`config.mk`:
```
export PLATFORM = sky130hd
export DESIGN_NAME = dpll_loop_controller_flat
export DESIGN_NICKNAME = d
export VERILOG_FILES = /design/src/rtl/dpll_pkg.sv /design/src/rtl/dpll_loop_controller_if.sv /design/src/rtl/dpll_correction_pacer.sv /design/src/rtl/dpll_loop_controller.sv /design/src/flat_wrapper.sv
export SDC_FILE = /design/constraint.sdc
export NUM_CORES = 1
export LEC_CHECK = 0
export CELL_PAD_IN_SITES_DETAIL_PLACEMENT = 0
export CELL_PAD_IN_SITES_GLOBAL_PLACEMENT = 2
export CORE_MARGIN = 2
export CORE_UTILIZATION = 38
export CTS_BUF_LIST = sky130_fd_sc_hd__clkbuf_4
export CTS_CLUSTER_SIZE = 28
export DETAILED_ROUTE_END_ITERATION = 8
export GPL_ROUTABILITY_DRIVEN = 0
export PLACE_DENSITY_LB_ADDON = 0.1
export SETUP_SLACK_MARGIN = 0.05
export SLEW_MARGIN = 0
export SYNTH_ARGS = -nofsm -noshare
export SYNTH_HDL_FRONTEND = slang
export SYNTH_SLANG_ARGS = --single-unit
```
`constraint.sdc`:
```
create_clock -name MainClock -period 3.6 [get_ports MainClock]
set_input_delay 0.54 -clock MainClock [delete_from_list [all_inputs] [get_ports MainClock]]
set_output_delay 0.54 -clock MainClock [all_outputs]
set_load 0.02 [all_outputs]
```
`src/rtl/dpll_pkg.sv`:
```
// -----------------------------------------------------------------------------
// dpll_pkg
// Shared definitions for the DPLL loop controller slice:
//   - FSM state encoding (IDLE/ACQUIRE/TRACK/HOLD)
//   - FilterSel encodings (FSEL_ACQ, FSEL_TRACK, FSEL_HOLD)
//   - pending-correction counter width and its symmetric saturation limits
//   - stateToFsel / satPending helper functions
// No ports (package).
// -----------------------------------------------------------------------------
package dpll_pkg;

  typedef logic [1:0] dpllState_t;
  typedef logic [1:0] filterSel_t;

  localparam dpllState_t ST_IDLE    = 2'b00;
  localparam dpllState_t ST_ACQUIRE = 2'b01;
  localparam dpllState_t ST_TRACK   = 2'b10;
  localparam dpllState_t ST_HOLD    = 2'b11;

  localparam filterSel_t FSEL_ACQ   = 2'b00;
  localparam filterSel_t FSEL_TRACK = 2'b01;
  localparam filterSel_t FSEL_HOLD  = 2'b10;

  // Pending corrections: 4-bit two's complement, clamped to +/-7 so the
  // counter never reaches the asymmetric -8 code.
  localparam int PEND_W = 4;
  localparam logic signed [PEND_W-1:0] PEND_MAX = 4'sd7;
  localparam logic signed [PEND_W-1:0] PEND_MIN = -4'sd7;

  // Filter configuration selected by a given FSM state (IDLE uses the
  // acquisition filter).
  function automatic filterSel_t stateToFsel(input dpllState_t st);
    filterSel_t fsel;
    case (st)
      ST_IDLE:    fsel = FSEL_ACQ;
      ST_ACQUIRE: fsel = FSEL_ACQ;
      ST_TRACK:   fsel = FSEL_TRACK;
      ST_HOLD:    fsel = FSEL_HOLD;
      default:    fsel = FSEL_ACQ;
    endcase
    return fsel;
  endfunction

  // Clamp a sign-extended pending sum back into the +/-7 range.
  function automatic logic signed [PEND_W-1:0] satPending(input logic signed [PEND_W+1:0] sum);
    logic signed [PEND_W-1:0] res;
    if (sum > 6'sd7) begin
      res = PEND_MAX;
    end else if (sum < -6'sd7) begin
      res = PEND_MIN;
    end else begin
      res = sum[PEND_W-1:0];
    end
    return res;
  endfunction

endpackage

```
`src/rtl/dpll_loop_controller_if.sv`:
```
// -----------------------------------------------------------------------------
// dpll_loop_controller_if
// Groups the loop controller's control/status signals.
//   Enable, BitStrobe, Positive, Negative : driven by master (filter side)
//   Advance, Retard                       : DCO commands, driven by slave
//   FilterSel[1:0], Locked, State[1:0]    : status, driven by slave
//   CorrCount[CNT_W-1:0]                  : last window's correction count
// Modports: master (environment), slave (dpll_loop_controller).
// -----------------------------------------------------------------------------
interface dpll_loop_controller_if #(
  parameter int CNT_W = 8
);
  logic             Enable;
  logic             BitStrobe;
  logic             Positive;
  logic             Negative;
  logic             Advance;
  logic             Retard;
  logic [1:0]       FilterSel;
  logic             Locked;
  logic [1:0]       State;
  logic [CNT_W-1:0] CorrCount;

  modport master (
    output Enable, BitStrobe, Positive, Negative,
    input  Advance, Retard, FilterSel, Locked, State, CorrCount
  );

  modport slave (
    input  Enable, BitStrobe, Positive, Negative,
    output Advance, Retard, FilterSel, Locked, State, CorrCount
  );
endinterface

```
`src/rtl/dpll_correction_pacer.sv`:
```
// -----------------------------------------------------------------------------
// dpll_correction_pacer
// Accumulates Positive/Negative requests in a saturating signed pending
// counter and releases them one at a time as registered Advance/Retard
// pulses, no closer than CORR_GAP MainClock cycles apart.
// Ports:
//   MainClock, nReset (async, active low)
//   Clear    : synchronous clear of pending, gap timer and outputs
//   Positive : +1 request, Negative : -1 request (both together cancel)
//   Advance, Retard : one-cycle registered DCO commands (mutually exclusive)
// -----------------------------------------------------------------------------
module dpll_correction_pacer
  import dpll_pkg::*;
#(
  parameter int CORR_GAP = 16
) (
  input  logic MainClock,
  input  logic nReset,
  input  logic Clear,
  input  logic Positive,
  input  logic Negative,
  output logic Advance,
  output logic Retard
);

  localparam int GAP_W = (CORR_GAP > 1) ? $clog2(CORR_GAP) : 1;
  localparam logic [GAP_W-1:0] GAP_LOAD = GAP_W'(CORR_GAP - 1);
  localparam logic [GAP_W-1:0] GAP_ONE  = GAP_W'(1);

  logic signed [PEND_W-1:0] pending_r;
  logic [GAP_W-1:0]         gapTimer_r;
  logic                     advance_r;
  logic                     retard_r;

  logic                     issue_s;
  logic signed [PEND_W+1:0] issueAdj_s;
  logic signed [PEND_W+1:0] reqAdj_s;
  logic signed [PEND_W+1:0] sum_s;
  logic signed [PEND_W-1:0] pendNext_s;
  logic [GAP_W-1:0]         gapNext_s;

  // Issue decision and next pending value. The issue step and a new request
  // are combined in one sum so a request arriving on an issue cycle is kept;
  // saturation after the sum drops only requests that would exceed +/-7.
  always_comb begin
    issue_s = (pending_r != 4'sd0) && (gapTimer_r == '0);

    if (issue_s) begin
      if (pending_r > 4'sd0) begin
        issueAdj_s = -6'sd1;
      end else begin
        issueAdj_s = 6'sd1;
      end
    end else begin
      issueAdj_s = 6'sd0;
    end

    if (Positive && !Negative) begin
      reqAdj_s = 6'sd1;
    end else if (Negative && !Positive) begin
      reqAdj_s = -6'sd1;
    end else begin
      reqAdj_s = 6'sd0;
    end

    sum_s      = {{2{pending_r[PEND_W-1]}}, pending_r} + issueAdj_s + reqAdj_s;
    pendNext_s = satPending(sum_s);

    if (issue_s) begin
      gapNext_s = GAP_LOAD;
    end else if (gapTimer_r != '0) begin
      gapNext_s = gapTimer_r - GAP_ONE;
    end else begin
      gapNext_s = gapTimer_r;
    end
  end

  // Pending accumulator, gap timer and registered DCO commands.
  always_ff @(posedge MainClock or negedge nReset) begin
    if (!nReset) begin
      pending_r  <= 4'sd0;
      gapTimer_r <= '0;
      advance_r  <= 1'b0;
      retard_r   <= 1'b0;
    end else if (Clear) begin
      pending_r  <= 4'sd0;
      gapTimer_r <= '0;
      advance_r  <= 1'b0;
      retard_r   <= 1'b0;
    end else begin
      pending_r  <= pendNext_s;
      gapTimer_r <= gapNext_s;
      advance_r  <= issue_s && (pending_r > 4'sd0);
      retard_r   <= issue_s && (pending_r < 4'sd0);
    end
  end

  assign Advance = advance_r;
  assign Retard  = retard_r;

endmodule

```
`src/rtl/dpll_loop_controller.sv`:
```
// -----------------------------------------------------------------------------
// dpll_loop_controller
// Supervises the DPLL loop between the random-walk filter and the DCO:
// paces filter corrections onto the DCO (dpll_correction_pacer), measures
// correction density per WIN_BITS-strobe window and switches the filter
// between acquisition and tracking, reporting lock.
// Ports:
//   MainClock, nReset (async, active low)
//   bus : dpll_loop_controller_if.slave
//         in  Enable, BitStrobe, Positive, Negative
//         out Advance, Retard, FilterSel, Locked, State, CorrCount
// Optional build macro: DPLL_HOLDOVER_EN adds the HOLD state, entered from
// TRACK after HOLD_TIMEOUT cycles without a BitStrobe. Without it, HOLD is
// unreachable and HOLD_TIMEOUT is unused.
// -----------------------------------------------------------------------------
module dpll_loop_controller
  import dpll_pkg::*;
#(
  parameter int WIN_BITS      = 64,
  parameter int LOCK_THRESH   = 2,
  parameter int LOCK_WINDOWS  = 4,
  parameter int UNLOCK_THRESH = 8,
  parameter int CORR_GAP      = 16,
  parameter int CNT_W         = 8,
  parameter int HOLD_TIMEOUT  = 1024
) (
  input logic                   MainClock,
  input logic                   nReset,
  dpll_loop_controller_if.slave bus
);

  localparam int BIT_W  = (WIN_BITS > 1) ? $clog2(WIN_BITS) : 1;
  localparam int GOOD_W = $clog2(LOCK_WINDOWS + 1);

  localparam logic [BIT_W-1:0]  BIT_LAST    = BIT_W'(WIN_BITS - 1);
  localparam logic [BIT_W-1:0]  BIT_ONE     = BIT_W'(1);
  localparam logic [CNT_W-1:0]  CORR_MAX    = {CNT_W{1'b1}};
  localparam logic [CNT_W-1:0]  CORR_ONE    = CNT_W'(1);
  localparam logic [CNT_W-1:0]  LOCK_TH_C   = CNT_W'(LOCK_THRESH);
  localparam logic [CNT_W-1:0]  UNLOCK_TH_C = CNT_W'(UNLOCK_THRESH);
  localparam logic [GOOD_W-1:0] GOOD_ONE    = GOOD_W'(1);
  localparam logic [GOOD_W-1:0] LOCK_WIN_C  = GOOD_W'(LOCK_WINDOWS);

  dpllState_t        state_r;
  dpllState_t        nextState_s;
  logic [BIT_W-1:0]  bitCnt_r;
  logic [CNT_W-1:0]  corrCnt_r;
  logic [CNT_W-1:0]  corrCount_r;
  logic [GOOD_W-1:0] goodCnt_r;
  logic [GOOD_W-1:0] goodNext_s;
  logic [GOOD_W-1:0] goodInc_s;
  filterSel_t        filterSel_r;
  logic              locked_r;

  logic              loopActive_s;
  logic              loopClear_s;
  logic              corrEvent_s;
  logic [CNT_W-1:0]  corrInc_s;
  logic              windowEnd_s;
  logic              advance_s;
  logic              retard_s;

`ifdef DPLL_HOLDOVER_EN
  localparam int HOLD_W = (HOLD_TIMEOUT > 1) ? $clog2(HOLD_TIMEOUT) : 1;
  localparam logic [HOLD_W-1:0] HOLD_LAST = HOLD_W'(HOLD_TIMEOUT - 1);
  localparam logic [HOLD_W-1:0] HOLD_ONE  = HOLD_W'(1);
  logic [HOLD_W-1:0] holdCnt_r;
`endif

  // Window measurement only runs while the loop is acquiring or tracking.
  assign loopActive_s = (state_r == ST_ACQUIRE) || (state_r == ST_TRACK);

  // Pacer and window counters are held clear in IDLE/HOLD and on the edge
  // that enters either of them, so no command leaks out after the loop stops.
  assign loopClear_s = (state_r == ST_IDLE) || (state_r == ST_HOLD) ||
                       (nextState_s == ST_IDLE) || (nextState_s == ST_HOLD);

  // Window-end detection, saturating event count and next-state logic.
  // corrInc_s already includes an event in the window-end cycle.
  always_comb begin
    corrEvent_s = bus.Positive | bus.Negative;
    if (corrEvent_s && (corrCnt_r != CORR_MAX)) begin
      corrInc_s = corrCnt_r + CORR_ONE;
    end else begin
      corrInc_s = corrCnt_r;
    end
    windowEnd_s = loopActive_s && bus.BitStrobe && (bitCnt_r == BIT_LAST);
    goodInc_s   = goodCnt_r + GOOD_ONE;
    nextState_s = state_r;
    goodNext_s  = goodCnt_r;

    if (!bus.Enable) begin
      nextState_s = ST_IDLE;
      goodNext_s  = '0;
    end else begin
      case (state_r)
        ST_IDLE: begin
          nextState_s = ST_ACQUIRE;
          goodNext_s  = '0;
        end
        ST_ACQUIRE: begin
          if (windowEnd_s) begin
            if (corrInc_s <= LOCK_TH_C) begin
              if (goodInc_s >= LOCK_WIN_C) begin
                nextState_s = ST_TRACK;
                goodNext_s  = '0;
              end else begin
                goodNext_s = goodInc_s;
              end
            end else begin
              goodNext_s = '0;
            end
          end else begin
            nextState_s = ST_ACQUIRE;
          end
        end
        ST_TRACK: begin
          if (windowEnd_s && (corrInc_s >= UNLOCK_TH_C)) begin
            nextState_s = ST_ACQUIRE;
            goodNext_s  = '0;
          end
`ifdef DPLL_HOLDOVER_EN
          else if (!bus.BitStrobe && (holdCnt_r == HOLD_LAST)) begin
            nextState_s = ST_HOLD;
          end
`endif
          else begin
            nextState_s = ST_TRACK;
          end
        end
        ST_HOLD: begin
`ifdef DPLL_HOLDOVER_EN
          if (bus.BitStrobe) begin
            nextState_s = ST_TRACK;
          end else begin
            nextState_s = ST_HOLD;
          end
`else
          nextState_s = ST_IDLE;
`endif
        end
        default: begin
          nextState_s = ST_IDLE;
          goodNext_s  = '0;
        end
      endcase
    end
  end

  // FSM state and good-window counter.
  always_ff @(posedge MainClock or negedge nReset) begin
    if (!nReset) begin
      state_r   <= ST_IDLE;
      goodCnt_r <= '0;
    end else begin
      state_r   <= nextState_s;
      goodCnt_r <= goodNext_s;
    end
  end

  // Strobe counter and in-window correction counter.
  always_ff @(posedge MainClock or negedge nReset) begin
    if (!nReset) begin
      bitCnt_r  <= '0;
      corrCnt_r <= '0;
    end else if (loopClear_s || windowEnd_s) begin
      bitCnt_r  <= '0;
      corrCnt_r <= '0;
    end else begin
      if (bus.BitStrobe) begin
        bitCnt_r <= bitCnt_r + BIT_ONE;
      end else begin
        bitCnt_r <= bitCnt_r;
      end
      corrCnt_r <= corrInc_s;
    end
  end

  // Status outputs. FilterSel follows the state one cycle late; Locked
  // follows the next state so it rises and falls with the transition edge.
  always_ff @(posedge MainClock or negedge nReset) begin
    if (!nReset) begin
      corrCount_r <= '0;
      filterSel_r <= FSEL_ACQ;
      locked_r    <= 1'b0;
    end else if (!bus.Enable) begin
      corrCount_r <= '0;
      filterSel_r <= FSEL_ACQ;
      locked_r    <= 1'b0;
    end else begin
      if (windowEnd_s) begin
        corrCount_r <= corrInc_s;
      end else begin
        corrCount_r <= corrCount_r;
      end
      filterSel_r <= stateToFsel(state_r);
      locked_r    <= (nextState_s == ST_TRACK) || (nextState_s == ST_HOLD);
    end
  end

`ifdef DPLL_HOLDOVER_EN
  // Counts strobe-less cycles while staying in TRACK.
  always_ff @(posedge MainClock or negedge nReset) begin
    if (!nReset) begin
      holdCnt_r <= '0;
    end else if ((state_r == ST_TRACK) && (nextState_s == ST_TRACK) && !bus.BitStrobe) begin
      holdCnt_r <= holdCnt_r + HOLD_ONE;
    end else begin
      holdCnt_r <= '0;
    end
  end
`endif

  dpll_correction_pacer #(
    .CORR_GAP (CORR_GAP)
  ) uPacer (
    .MainClock (MainClock),
    .nReset    (nReset),
    .Clear     (loopClear_s),
    .Positive  (bus.Positive),
    .Negative  (bus.Negative),
    .Advance   (advance_s),
    .Retard    (retard_s)
  );

  assign bus.Advance   = advance_s;
  assign bus.Retard    = retard_s;
  assign bus.FilterSel = filterSel_r;
  assign bus.Locked    = locked_r;
  assign bus.State     = state_r;
  assign bus.CorrCount = corrCount_r;

endmodule

```
`src/flat_wrapper.sv`:
```
// flat-port wrapper written by rule: the top's interface ports become plain ports
module dpll_loop_controller_flat import dpll_pkg::*;
#(
  parameter int WIN_BITS      = 64,
  parameter int LOCK_THRESH   = 2,
  parameter int LOCK_WINDOWS  = 4,
  parameter int UNLOCK_THRESH = 8,
  parameter int CORR_GAP      = 16,
  parameter int CNT_W         = 8,
  parameter int HOLD_TIMEOUT  = 1024
)
  (MainClock, nReset, bus_Enable, bus_BitStrobe, bus_Positive, bus_Negative, bus_Advance, bus_Retard, bus_FilterSel, bus_Locked, bus_State, bus_CorrCount);
  dpll_loop_controller_if #(.CNT_W(CNT_W)) bus_i ();
  input logic MainClock;
  input logic nReset;
  input wire logic [$bits(bus_i.Enable)-1:0] bus_Enable;
  input wire logic [$bits(bus_i.BitStrobe)-1:0] bus_BitStrobe;
  input wire logic [$bits(bus_i.Positive)-1:0] bus_Positive;
  input wire logic [$bits(bus_i.Negative)-1:0] bus_Negative;
  output wire logic [$bits(bus_i.Advance)-1:0] bus_Advance;
  output wire logic [$bits(bus_i.Retard)-1:0] bus_Retard;
  output wire logic [$bits(bus_i.FilterSel)-1:0] bus_FilterSel;
  output wire logic [$bits(bus_i.Locked)-1:0] bus_Locked;
  output wire logic [$bits(bus_i.State)-1:0] bus_State;
  output wire logic [$bits(bus_i.CorrCount)-1:0] bus_CorrCount;
  assign bus_i.Enable = bus_Enable;
  assign bus_i.BitStrobe = bus_BitStrobe;
  assign bus_i.Positive = bus_Positive;
  assign bus_i.Negative = bus_Negative;
  assign bus_Advance = bus_i.Advance;
  assign bus_Retard = bus_i.Retard;
  assign bus_FilterSel = bus_i.FilterSel;
  assign bus_Locked = bus_i.Locked;
  assign bus_State = bus_i.State;
  assign bus_CorrCount = bus_i.CorrCount;
  dpll_loop_controller #(.WIN_BITS(WIN_BITS), .LOCK_THRESH(LOCK_THRESH), .LOCK_WINDOWS(LOCK_WINDOWS), .UNLOCK_THRESH(UNLOCK_THRESH), .CORR_GAP(CORR_GAP), .CNT_W(CNT_W), .HOLD_TIMEOUT(HOLD_TIMEOUT)) u_core (.MainClock(MainClock), .nReset(nReset), .bus(bus_i));
endmodule
```
# --- Word-level counts from Yosys, hierarchy flattened ---
# Cells that the tools add are included.
totals:
  ff_bits: 40
  input_bits: 6
classes:
  addsub: 6
  magnitude_cmp: 7
  eq_ne: 11
  muxes: 33
  bitwise: 1
  reduce_logical: 26
op_table:
  columns: ["op", "count"]
  rows:
  - ["$mux 6", 6]
  - ["$mux 8", 4]
  - ["$mux 4", 6]
  - ["$mux 3", 5]
  - ["$add 6x6->6", 2]
  - ["$mux 2", 6]
  - ["$logic_and 1x1->1", 9]
  - ["$pmux 3 s3", 1]
  - ["$add 8x1->8 const B", 1]
  - ["$eq 2x2->1 const B", 4]
  - ["$ge 8x4->1 const B", 1]
  - ["$le 8x2->1 const B", 1]
  - ["$ne 8x8->1 const B", 1]
  - ["$pmux 2 s4", 1]
  - ["$reduce_bool 4->1", 2]
  - ["$add 6x1->6 const B", 1]
  - ["$eq 6x6->1 const B", 1]
  - ["$gt 6x4->1 const B", 1]
  - ["$logic_or 1x1->1", 6]
  - ["$lt 6x4->1 const B", 1]
  - ["$pmux 2 s3", 1]
  - ["$gt 4x1->1 const B", 1]
  - ["$logic_not 2->1", 2]
  - ["$logic_not 4->1", 1]
  - ["other kinds (16)", 19]

# --- Logic depth before layout (Yosys ltp) ---
# Gate-level depths: netlist of run 1.
logic_depth:
  word_depth: 13
  ltp_mapped: 15
  mapped_depth_nobuf: 15

# --- Cells and area by module ---
# From an unflattened synthesis of run 1, not the netlist that was laid out.
unflattened:
  hier_cells: 250
  hier_area_um2: 2467.4
by_module_without_submodules:
  columns: ["module", "instances", "cells_per_inst", "area_per_inst_um2", "seq_area_each_um2"]
  rows:
  - ["dpll_loop_controller", 1, 169, 1685.4, 750.7]
  - ["dpll_correction_pacer", 1, 81, 782.0, 250.2]

# --- Least setup slack after synthesis of run 1 ---
# OpenSTA, ideal clock, no wires.
synth_path:
  kind: "register to register"
  from: "register u_core.uPacer.gapTimer_r[0]"
  to: "register u_core.uPacer.pending_r[0]"
  arrival_ps: 3200
  required_time_ps: 3480
  path_slack_ps: 280
  path_stages_with_launch: 16
  cell_sequence: "dfrtp_1 inv_1 ha_1 nand2_1 nor3_1 inv_1 fa_1 inv_1 ha_1 fa_1 a211oi_1 mux2i_1 nor2_1 a22oi_1 o21ai_0 nor2_1"
synth_via:
  elab_chain_len: 9
synth_rtl:
  columns: ["element", "line_no", "rtl"]
  rows:
  - ["start: declaration", "dpll_correction_pacer.sv:31", "logic [GAP_W-1:0] gapTimer_r;"]
  - ["start signal: assignment", "dpll_correction_pacer.sv:92", "gapTimer_r <= gapNext_s;"]
  - ["$logic_not 4->1 (*)", "dpll_correction_pacer.sv:46", "issue_s = (pending_r != 4'sd0) && (gapTimer_r == '0);"]
  - ["$logic_and 1x1->1 (*)", "dpll_correction_pacer.sv:46", null]
  - ["$mux 6 (*)", "dpll_correction_pacer.sv:48", "if (issue_s) begin"]
  - ["$add 6x6->6 (*) (2 in a row)", "dpll_correction_pacer.sv:66", "sum_s = {{2{pending_r[PEND_W-1]}}, pending_r} + issueAdj_s + reqAdj_s;"]
  - ["$lt 6x4->1", "dpll_pkg.sv:49", "end else if (sum < -6'sd7) begin"]
  - ["$mux 4", "dpll_pkg.sv:49", null]
  - ["$mux 4 (*)", "dpll_pkg.sv:47", "if (sum > 6'sd7) begin"]
  - ["$mux 4 (*)", "dpll_correction_pacer.sv:85", "end else if (Clear) begin"]
  - ["end signal: assignment", "dpll_correction_pacer.sv:91", "pending_r <= pendNext_s;"]
  - ["end: declaration", "dpll_correction_pacer.sv:30", "logic signed [PEND_W-1:0] pending_r;"]
# Every way passes the cells marked *; elsewhere a longest branch is shown, timed or not.
# A chain may end at the register's enable or synchronous reset.

# --- Worst setup path after layout of run 1 ---
# Same ends and word-level chain as after synthesis.

==> qor.csv, run 1 <==
metric;value;unit
status;complete, no violations;
Mapped Nets;298;
top cells by area, synth;dfrtp_1 (40%), ha_1 (7.5%), nor2_1 (6.3%), nand2_1 (5.7%), fa_1 (4.0%);
mapped cell area;0.002500;mm²
hold crit path type;input port to async pin;
Die H;85.11;µm
register bit total from synthesis;40;
Top FF cell, synth;dfrtp_1;
Max clock buf depth;2;
Tightest Pin Transition;0.8958;ns
initial antenna violation count;0;
Vias;1977;
clk slew on worst S/H paths;0.13;ns
CTS tree;done;
Storage cell area;0.001001;mm²
Rows;29;
number of synthesized flops with an enable pin;0;
Slew Limit Fails;0;
share of Yosys cell area claimed by the top area cell type;0.4004;
DRC violation total after the first TritonRoute iteration;102;
hold_buf cts;0;
starting density of the core;0.3937;
Yosys cell types;54;
final setup violating endpoints;0;
fin nets;326;
final-layout fill cell count;622;
area delta synth->final;15.57;%
vias in the first global route;2004;
endpoints failing hold;0;
Fin Setup TNS;0;ns
postcts setup bufs;0;
# resized after CTS;0;
DR WL/cell;14.67;µm
RSZ-0062 raised after global routing;no;
skew final;0.01250;ns
commonest non-fill, non-tap cell in the layout;nor2_1;
CTS sink count;40;
CP Max Fanout;5;
crit path DAT;3.51;ns
root buffer cell;clkbuf_4;
total routed wirelength;5547;µm
I/O pins;21;
footprint of the multi-input gates;0.001398;mm²
DRT Pass-1 Iters;4;
Worst EP required;3.84;ns
Avg Vias per Cell;5.230;
register area share after synthesis;0.4004;
Fmax;306.0;MHz
share of layout cells above drive strength 1;0.1196;
Horiz. Die Dim;85.11;µm
CTS Buf Count;5;
H-tree lvl count;2;
first-pass GRT wire length;9804;µm
Residual DRC;0;
Setup Crit Path Kind;flop to flop;
full die area;0.007244;mm²
area leader, netlist;dfrtp_1;
Port Buffer Count;20;
detailed-placement wirelength estimate;4144;µm
Avg Cell Area, Syn;9.191;µm²
Routed Antenna Nets;0;
PD cells;572.3;mW/mm²
gr ovfl total;0;
Core Area;0.006350;mm²
Yosys Warn Count;0;
Pleak;1.309;nW
ys async rst share;1.000;
clock latency on the worst-skew pair;0.36;ns
max_slew headroom;0.4028;
commonest non-fill, non-tap cells in the layout;nor2_1 (42), dfrtp_1 (40), nand2_1 (37);
Max rail drop VDD;0.6145;mV
Tot Pwr;0.001653;W
GR Util All Layers;0.1723;
minimum clock period;3.268;ns
# Max-Cap Violations;0;
final antenna diode count;0;
Final period util;0.9078;
Synth Instances;272;
CP endpoint kind;flop;
largest net degree at the start of global routing;41;
Startpoint Class;flop;
==> final timing paths <==
check                           slack [ns]  cells after the start                               startpoint                              endpoint
worst min register to register        0.53                      1          u_core.goodCnt_r[2]$_DFFE_PN0P_       u_core.goodCnt_r[2]$_DFFE_PN0P_
worst max register to register        0.33                     15  u_core.uPacer.gapTimer_r[0]$_DFFE_PN0P_  u_core.uPacer.pending_r[0]$_DFF_PN0_
worst max-delay path                  0.33                     15  u_core.uPacer.gapTimer_r[0]$_DFFE_PN0P_  u_core.uPacer.pending_r[0]$_DFF_PN0_
min in group MainClock                0.53                      1          u_core.goodCnt_r[2]$_DFFE_PN0P_       u_core.goodCnt_r[2]$_DFFE_PN0P_
worst min-delay path                  0.30                      1                                   nReset           u_core.bus.Locked$_DFF_PN0_
max in group asynchronous             2.74                      1                                   nReset  u_core.uPacer.pending_r[0]$_DFF_PN0_
==> worst max-delay path, stage by stage, from the launching register on <==
cell and delay, ns:
dfrtp_1 0.43, inv_1 0.13, ha_2 0.22, nand2_2 0.09, nor3_2 0.15, inv_1 0.09, fa_1 0.50, inv_1 0.04
ha_1 0.21, fa_1 0.41, a211oi_1 0.30, mux2i_2 0.16, nor2_1 0.13, a22oi_1 0.08, o21ai_0 0.16, nor2_1 0.05
==> report_power, final <==
group / total, W / internal, W / leakage (nW) / switching, W
combinational: 0.000908 / 0.000387 / 0.726 / 0.000522
sequential: 0.000512 / 0.000480 / 0.553 / 0.0000314
clock: 0.000233 / 0.0000820 / 0.0293 / 0.000151
==> flip-flops by register name, summed over array words and instances (netlist names), 2 cells and up <==
register                  cells
u_core.bus.CorrCount          8
u_core.uPacer.pending_r       4
u_core.bus.State              2
u_core.corrCnt_r              8
u_core.goodCnt_r              3
u_core.uPacer.gapTimer_r      4
u_core.bitCnt_r               6
u_core.bus.FilterSel          2
==> cell usage after synthesis (all sizes together), types with 2 or more instances <==
cell	instances
nand4	6
dfrtp	40
or2	4
mux2	4
inv	18
o31ai	2
nor3	6
o21ai	10
nand3	5
o221ai	2
nor3b	4
a21boi	5
xnor2	7
fa	5
clkbuf	4
xor2	4
a41oi	2
buf	5
ha	15
nor2b	2
a211oi	2
nand2	38
mux2i	4
nor2	42
a31oi	4
a21oi	8
and2	5
==> through the flow <==
| stage | cell area (µm²) | util | setup slack [ns] | hold slack [ns] | instances |
|---|---|---|---|---|---|
| final | 2889 | 0.4550 | 0.3318 | 0.2971 | 378 |
| after global routing | 2889 | 0.4550 | 0.05442 | 0.3553 | 378 |
| after CTS | 2869 | 0.4518 | 0.1488 | 0.3152 | 378 |
| after detailed placement | 2813 | 0.4430 | 0.03325 | 0.5016 | 370 |
| after global placement | 2813 | 0.4430 | 0.1246 | 0.4933 | 370 |
| after floorplan | 2500 | - | 0.2801 | 0.2444 | 272 |
==> per-layer routing <==
layer,part of all wire,global-route usage,vias to the layer above
li1,-,-,980
met1,0.46,0.2310,943
met2,0.48,0.2777,44
met3,0.035,0.03696,10
met4,0.023,0.05772,0
met5,0,0,-
==> area by class of cell <==
| type | count | share of cell area |
|---|---|---|
| clock buffers | 6 | 0.01559 |
| clock inverters | 2 | 0.003898 |
| inverters | 18 | 0.02339 |
| multi-input cells | 205 | 0.4838 |
| flip-flops and latches | 40 | 0.3465 |
| well taps | 77 | 0.03335 |
| repair buffers | 30 | 0.09355 |
==> cells by family (layout without fill, tap and decap cells) <==
kind of cell / count (synthesis) / in the layout / synth area share
adders and majority gates: 20 / 20 / 0.1151
buffers and inverters: 27 / 56 / 0.04854
DFF: 40 / 40 / 0.4004
xor gates and xnor gates: 11 / 11 / 0.03854
muxes: 8 / 8 / 0.03553
and+or+nand+nor: 120 / 120 / 0.2307
AOI/OAI and AO/OA: 46 / 46 / 0.1311
(Power assumes the default switching activity.)
==> run 2: changes to the inputs <==
--- a/config.mk
+++ b/config.mk
@@ -8,8 +8,7 @@
 export CELL_PAD_IN_SITES_DETAIL_PLACEMENT = 0
 export CELL_PAD_IN_SITES_GLOBAL_PLACEMENT = 2
 export CORE_MARGIN = 2
-export CORE_UTILIZATION = 38
-export CTS_BUF_LIST = sky130_fd_sc_hd__clkbuf_4
+export CORE_UTILIZATION = 36
 export CTS_CLUSTER_SIZE = 28
 export DETAILED_ROUTE_END_ITERATION = 8
 export GPL_ROUTABILITY_DRIVEN = 0
==> qor.csv, run 2 (same netlist as run 1, synthesis figures left out) <==
metric;value;unit;change
status;complete, no violations;;unchanged
M1 GR Usage;0.2320;;was 0.2310
# Max-Cap Violations;0;;unchanged
Slew Limit Fails;0;;unchanged
RSZ-0062 raised after global routing;no;;unchanged
CTS sink count;40;;unchanged
M3 GR Usage;0.03128;;was 0.03696
Horiz. Die Dim;87.33;µm;was 85.11 µm
Residual DRC;0;;unchanged
Util after Layout;0.4324;;was 0.4550
CP endpoint kind;flop;;unchanged
r2r startpoint;u_core.uPacer.gapTimer_r[0]$_DFFE_PN0P_;;unchanged
I/O pins;21;;unchanged
Core Area;0.006756;mm²;was 0.006350 mm²
clock latency on the worst-skew pair;0.30;ns;was 0.36 ns
PD cells;582.4;mW/mm²;was 572.3 mW/mm²
Placed Instances;376;;was 370
Worst EP required;3.80;ns;was 3.84 ns
Fmax;310.0;MHz;was 306.0 MHz
final setup margin;0.3740;ns;was 0.3318 ns
R2R Path End;u_core.uPacer.pending_r[0]$_DFF_PN0_;;unchanged
Slowest cell on crit path;or4b_4;;was fa_1
Buf+Inv Stages, Crit Path;2;;was 3
share of layout cells above drive strength 1;0.1122;;was 0.1196
gr ovfl total;0;;unchanged
area delta synth->final;16.87;%;was 15.57%
fin nets;329;;was 326
first-pass GRT wire length;9508;µm;was 9804 µm
CP delay by family, top;simple AND/OR/NAND/NOR gates;;was adder cells
hold crit path type;input port to async pin;;unchanged
DR WL/cell;14.66;µm;was 14.67 µm
root buffer cell;clkbuf_8;;was clkbuf_4
Die H;87.33;µm;was 85.11 µm
Fin Setup TNS;0;ns;unchanged
Worst R2R Setup Slack;0.39;ns;was 0.33 ns
endpoints failing hold;0;;unchanged
worst r2r path cells;15;;unchanged
skew final;0.01078;ns;was 0.01250 ns
vias in the first global route;1934;;was 2004
minimum clock period;3.226;ns;was 3.268 ns
Vias;1942;;was 1977
Tightest Pin Transition;0.9177;ns;was 0.8958 ns
Port Buffer Count;20;;unchanged
Cell Count, Final, Fillers Out;383;;was 378
CTS Buf Count;5;;unchanged
max_slew headroom;0.3882;;was 0.4028
DRT Pass-1 Iters;4;;unchanged
commonest non-fill, non-tap cell in the layout;nor2_1;;unchanged
CTS tree;done;;unchanged
postcts setup bufs;0;;unchanged
Routed Antenna Nets;0;;unchanged
Pleak;1.336;nW;was 1.309 nW
final setup violating endpoints;0;;unchanged
clk slew on worst S/H paths;0.09;ns;was 0.13 ns
DP Worst Slack;0.05771;ns;was 0.03325 ns
Rows;30;;was 29
Startpoint Class;input port;;was flop
cells along the critical path;clkdlybuf4s50_1, inv_1, ha_1, nand2b_4, or4b_4, a211oi_4, nand4_1, a31oi_2, mux2_4, nor4b_2;;was inv_1, ha_2, nand2_2, nor3_2, inv_1, fa_1, inv_1, ha_1, fa_1, a211oi_1, mux2i_2, nor2_1, a22oi_1, o21ai_0, nor2_1
initial antenna violation count;0;;unchanged
commonest non-fill, non-tap cells in the layout;nor2_1 (42), dfrtp_1 (40), nand2_1 (38);;was nor2_1 (42), dfrtp_1 (40), nand2_1 (37)
crit path DAT;3.43;ns;was 3.51 ns
Final period util;0.8961;;was 0.9078
full die area;0.007627;mm²;was 0.007244 mm²
met2 Track Usage GR;0.2521;;was 0.2777
Most Crowded Layer GR;met2;;unchanged
starting density of the core;0.3700;;was 0.3937
detailed-placement wirelength estimate;4062;µm;was 4144 µm
Avg Vias per Cell;5.070;;was 5.230
Max rail drop VDD;0.5358;mV;was 0.6145 mV
Setup Crit Path Kind;input port to flop;;was flop to flop
DRC violation total after the first TritonRoute iteration;80;;was 102
total routed wirelength;5615;µm;was 5547 µm
Max clock buf depth;2;;unchanged
final antenna diode count;0;;unchanged
H-tree lvl count;2;;unchanged
GR Util All Layers;0.1618;;was 0.1723
CP Max Fanout;18;;was 5
largest net degree at the start of global routing;41;;unchanged
CP max stage delay;0.54;ns;was 0.50 ns
Stages on worst setup path;10;;was 15
[run 2: cell types whose count changed in the layout (fill, tap and decap cells not counted), sizes merged]
cell | before | now
clkinvlp | 1 | 0
buf | 11 | 14
[run 2: power by group]
group | leakage, nW | internal, W | switching [W]
sequential | 0.553 | 0.000480 | 0.0000285
clock | 0.0410 | 0.000132 | 0.000163
combinational | 0.742 | 0.000390 | 0.000507
total | 1.34 | 0.00100 | 0.000699
[run 2: layer usage]
metal | vias to the layer above | share of wire
li1 | 987 | -
met2 | 30 | 0.46
met1 | 919 | 0.50
met3 | 6 | 0.030
met5 | - | 0
met4 | 0 | 0.010
[run 2: worst reg2reg max path, delay by kind of cell (launching register included)]
kind | cells | cell delay (ns)
DFF | 1 | 0.40
adders and majority gates | 4 | 1.34
muxes | 1 | 0.18
AOI/OAI and AO/OA | 3 | 0.49
buffers and inverters | 3 | 0.25
and+or+nand+nor | 4 | 0.44
[run 2: per-stage QoR]
stage / area (µm²) / total power, W / hold WS [ns]
floorplan: 2500 / 0.001187 / 0.2444
global placement: 2839 / 0.001425 / 0.4925
detailed placement: 2839 / 0.001413 / 0.5006
CTS: 2917 / 0.001719 / 0.4171
global route: 2922 / 0.001901 / 0.4397
finish: 2922 / 0.001702 / 0.3578
[run 2: repair_timing]
action	in CTS	in global routing
hold buffers	0	0
gates resized for setup	0	1
endpoints found under the setup margin	0	3
[run 2: area by class of cell]
type	instances	area, µm²
Fill cell	681	3835
Multi-Input combinational cell	205	1383
Clock inverter	1	5.005
Tap cell	80	100.1
Sequential cell	40	1001
Timing Repair Buffer	33	292.8
Inverter	18	67.56
Clock buffer	6	72.57
[run 2: worst max path at each step]
stage / from / endpoint / slack, ns
floorplan: u_core.uPacer.gapTimer_r[0]$_DFFE_PN0P_ / u_core.uPacer.pending_r[0]$_DFF_PN0_ / 0.28
global placement: bus_Negative / u_core.uPacer.pending_r[3]$_DFF_PN0_ / 0.07
detailed placement: bus_Negative / u_core.uPacer.gapTimer_r[3]$_DFFE_PN0P_ / 0.06
CTS: u_core.uPacer.gapTimer_r[0]$_DFFE_PN0P_ / u_core.uPacer.pending_r[0]$_DFF_PN0_ / 0.30
global route: u_core.uPacer.gapTimer_r[0]$_DFFE_PN0P_ / u_core.uPacer.pending_r[0]$_DFF_PN0_ / 0.12
finish: bus_Negative / u_core.bitCnt_r[1]$_DFFE_PN0P_ / 0.37
==> run 3: changes to the inputs <==
--- a/config.mk
+++ b/config.mk
@@ -5,10 +5,11 @@
 export SDC_FILE = /design/constraint.sdc
 export NUM_CORES = 1
 export LEC_CHECK = 0
+export ABC_AREA = 1
 export CELL_PAD_IN_SITES_DETAIL_PLACEMENT = 0
 export CELL_PAD_IN_SITES_GLOBAL_PLACEMENT = 2
 export CORE_MARGIN = 2
-export CORE_UTILIZATION = 36
+export CORE_UTILIZATION = 35
 export CTS_CLUSTER_SIZE = 28
 export DETAILED_ROUTE_END_ITERATION = 8
 export GPL_ROUTABILITY_DRIVEN = 0
==> qor.csv, run 3 <==
metric;value;unit;change
cells along the critical path;inv_1, ha_1, nand2_1, nor2_1, inv_1, nor2_1, inv_1, fa_1, inv_1, ha_1, fa_1, xor2_1, inv_1, o31ai_1, nand2_1, nor2_1, nor2_1;;was clkdlybuf4s50_1, inv_1, ha_1, nand2b_4, or4b_4, a211oi_4, nand4_1, a31oi_2, mux2_4, nor4b_2
Tot Pwr;0.001502;W;was 0.001702 W
clk slew on worst S/H paths;0.08;ns;was 0.09 ns
Post-Place Cell Area;0.002774;mm²;was 0.002839 mm²
area leader, netlist;dfrtp_1;;unchanged
share of Yosys cell area claimed by the top area cell type;0.4000;;was 0.4004
Setup Crit Path Kind;flop to flop;;was input port to flop
Mapped Nets;319;;was 298
crit path DAT;3.37;ns;was 3.43 ns
Core Area;0.006869;mm²;was 0.006756 mm²
final setup violating endpoints;0;;unchanged
postcts setup bufs;0;;unchanged
Max clock buf depth;2;;unchanged
CP endpoint kind;flop;;unchanged
gr ovfl total;0;;unchanged
Vias;1850;;was 1942
Startpoint Class;flop;;was input port
largest net degree at the start of global routing;41;;unchanged
starting density of the core;0.3643;;was 0.3700
# Max-Cap Violations;0;;unchanged
DRT Pass-1 Iters;4;;unchanged
Tightest Pin Transition;0.9161;ns;was 0.9177 ns
vias in the first global route;1969;;was 1934
commonest non-fill, non-tap cells in the layout;nand2_1 (60), inv_1 (42), dfrtp_1 (40);;was nor2_1 (42), dfrtp_1 (40), nand2_1 (38)
register bit total from synthesis;40;;unchanged
Fmax;312.8;MHz;was 310.0 MHz
R2R Path End;u_core.uPacer.pending_r[0]$_DFF_PN0_;;unchanged
full die area;0.007842;mm²;was 0.007627 mm²
clock latency on the worst-skew pair;0.28;ns;was 0.30 ns
DRC violation total after the first TritonRoute iteration;50;;was 80
initial antenna violation count;0;;unchanged
CTS Buf Count;5;;unchanged
share of layout cells above drive strength 1;0.1531;;was 0.1122
Port Buffer Count;20;;unchanged
Max rail drop VDD;0.5125;mV;was 0.5358 mV
GR Util All Layers;0.1471;;was 0.1618
first-pass GRT wire length;9039;µm;was 9508 µm
detailed-placement wirelength estimate;3816;µm;was 4062 µm
Avg Vias per Cell;4.447;;was 5.070
DR WL/cell;12.10;µm;was 14.66 µm
number of synthesized flops with an enable pin;0;;unchanged
CTS sink count;40;;unchanged
Worst R2R Setup Slack;0.40;ns;was 0.39 ns
Slew Limit Fails;0;;unchanged
Storage cell area;0.001001;mm²;unchanged
minimum clock period;3.197;ns;was 3.226 ns
top cells by area, synth;dfrtp_1 (40%), nand2_1 (9.0%), ha_1 (7.5%), inv_1 (6.3%), nor2_1 (4.2%);;was dfrtp_1 (40%), ha_1 (7.5%), nor2_1 (6.3%), nand2_1 (5.7%), fa_1 (4.0%)
fin nets;345;;was 329
PD cells;524.7;mW/mm²;was 582.4 mW/mm²
Yosys Warn Count;0;;unchanged
Horiz. Die Dim;88.56;µm;was 87.33 µm
register area share after synthesis;0.4000;;was 0.4004
footprint of the multi-input gates;0.001281;mm²;was 0.001383 mm²
worst hold margin;0.3834;ns;was 0.3578 ns
status;complete, no violations;;unchanged
H-tree lvl count;2;;unchanged
RSZ-0062 raised after global routing;no;;unchanged
worst r2r path cells;17;;was 15
cell mode on critical path;inv_1;;
area delta synth->final;14.35;%;was 16.87%
Avg Cell Area, Syn;8.541;µm²;was 9.191 µm²
skew final;0.002496;ns;was 0.01078 ns
hold crit path type;input port to async pin;;unchanged
Die H;88.56;µm;was 87.33 µm
Top FF cell, synth;dfrtp_1;;unchanged
synth cell count leaders;nand2_1 (60), inv_1 (42), dfrtp_1 (40);;was nor2_1 (42), dfrtp_1 (40), nand2_1 (38)
Worst EP required;3.77;ns;was 3.80 ns
max_slew headroom;0.3893;;was 0.3882
post-route cell area;0.002861;mm²;was 0.002922 mm²
Residual DRC;0;;unchanged
r2r startpoint;u_core.uPacer.gapTimer_r[0]$_DFFE_PN0P_;;unchanged
# resized after CTS;0;;unchanged
Rows;30;;unchanged
Fin Setup TNS;0;ns;unchanged
final antenna diode count;0;;unchanged
Routed Antenna Nets;0;;unchanged
Pleak;1.425;nW;was 1.336 nW
root buffer cell;clkbuf_8;;unchanged
endpoints failing hold;0;;unchanged
Synth Instances;293;;was 272
CP Max Fanout;4;;was 18
Slowest cell on crit path;fa_1;;was or4b_4
CTS tree;done;;unchanged
Yosys cell types;31;;was 54
final-layout fill cell count;731;;was 681
ys async rst share;1.000;;unchanged
CP max stage delay;0.51;ns;was 0.54 ns
commonest non-fill, non-tap cell in the layout;nand2_1;;was nor2_1
mapped cell area;0.002502;mm²;was 0.002500 mm²
top-count cell post-synth;nand2_1;;was nor2_1
hold_buf cts;0;;unchanged
I/O pins;21;;unchanged
Final period util;0.8881;;was 0.8961
total routed wirelength;5035;µm;was 5615 µm
run 3: through the flow:
stage	util	worst slack, ns	std cells
2_1_floorplan	-	0.4027	293
3_3_place_gp	0.4038	0.1403	408
3_5_place_dp	0.4038	0.09670	408
4_1_cts	0.4166	0.3624	416
5_1_grt	0.4166	0.08522	416
6_report	0.4166	0.4029	416
run 3: worst max-delay path, delay by kind of cell, from the launching register on:
family	cells	cell delay (ns)
flops	1	0.40
xor+xnor	1	0.15
fa+ha+maj	4	1.27
simple gates	6	0.57
compound gates	1	0.33
buf+inv	5	0.34
run 3: where the power goes:
part | switching, W | internal (W)
sequential | 0.0000255 | 0.000478
clock | 0.000158 | 0.000135
combinational | 0.000416 | 0.000289
total | 0.000600 | 0.000902
run 3: worst max-delay path by stage:
stage / start / endpoint / slack [ns] / depth (start not counted)
2_1_floorplan: u_core.uPacer.gapTimer_r[0]$_DFFE_PN0P_ / u_core.uPacer.pending_r[0]$_DFF_PN0_ / 0.40 / 17
3_3_place_gp: bus_Negative / u_core.uPacer.pending_r[0]$_DFF_PN0_ / 0.14 / 13
3_5_place_dp: bus_Negative / u_core.uPacer.pending_r[0]$_DFF_PN0_ / 0.1 / 13
4_1_cts: u_core.uPacer.gapTimer_r[0]$_DFFE_PN0P_ / u_core.uPacer.pending_r[0]$_DFF_PN0_ / 0.36 / 17
5_1_grt: u_core.uPacer.gapTimer_r[1]$_DFFE_PN0P_ / u_core.uPacer.pending_r[2]$_DFF_PN0_ / 0.09 / 16
6_report: u_core.uPacer.gapTimer_r[0]$_DFFE_PN0P_ / u_core.uPacer.pending_r[0]$_DFF_PN0_ / 0.40 / 17
run 3: area by class of cell:
type | count | share of cell area
clock buffer | 5 | 0.02405
clock inverter | 3 | 0.006559
inverter | 43 | 0.05641
multi-input combinational | 207 | 0.4477
sequential | 40 | 0.3498
tap | 96 | 0.04198
timing repair buffer | 22 | 0.07346
run 3: routing by layer:
metal	up-vias	share of wire	wire length, µm	global-route usage
met5	-	0	0	0
met2	17	0.48	2434	0.2536
li1	969	-	-	-
met3	2	0.026	131	0.03078
met1	862	0.49	2450	0.1902
met4	0	0.0038	19	0.03306
run 3: cells by family (layout without fill, tap and decap cells):
family / count (synthesis) / in the layout / share of synthesized area
AOI/OAI and AO/OA: 23 / 23 / 0.04900
xor gates and xnor gates: 10 / 10 / 0.03500
buffers and inverters: 46 / 73 / 0.08800
muxes: 1 / 1 / 0.004000
and+or+nand+nor: 153 / 153 / 0.3090
adders and majority gates: 20 / 20 / 0.1150
DFF: 40 / 40 / 0.4000
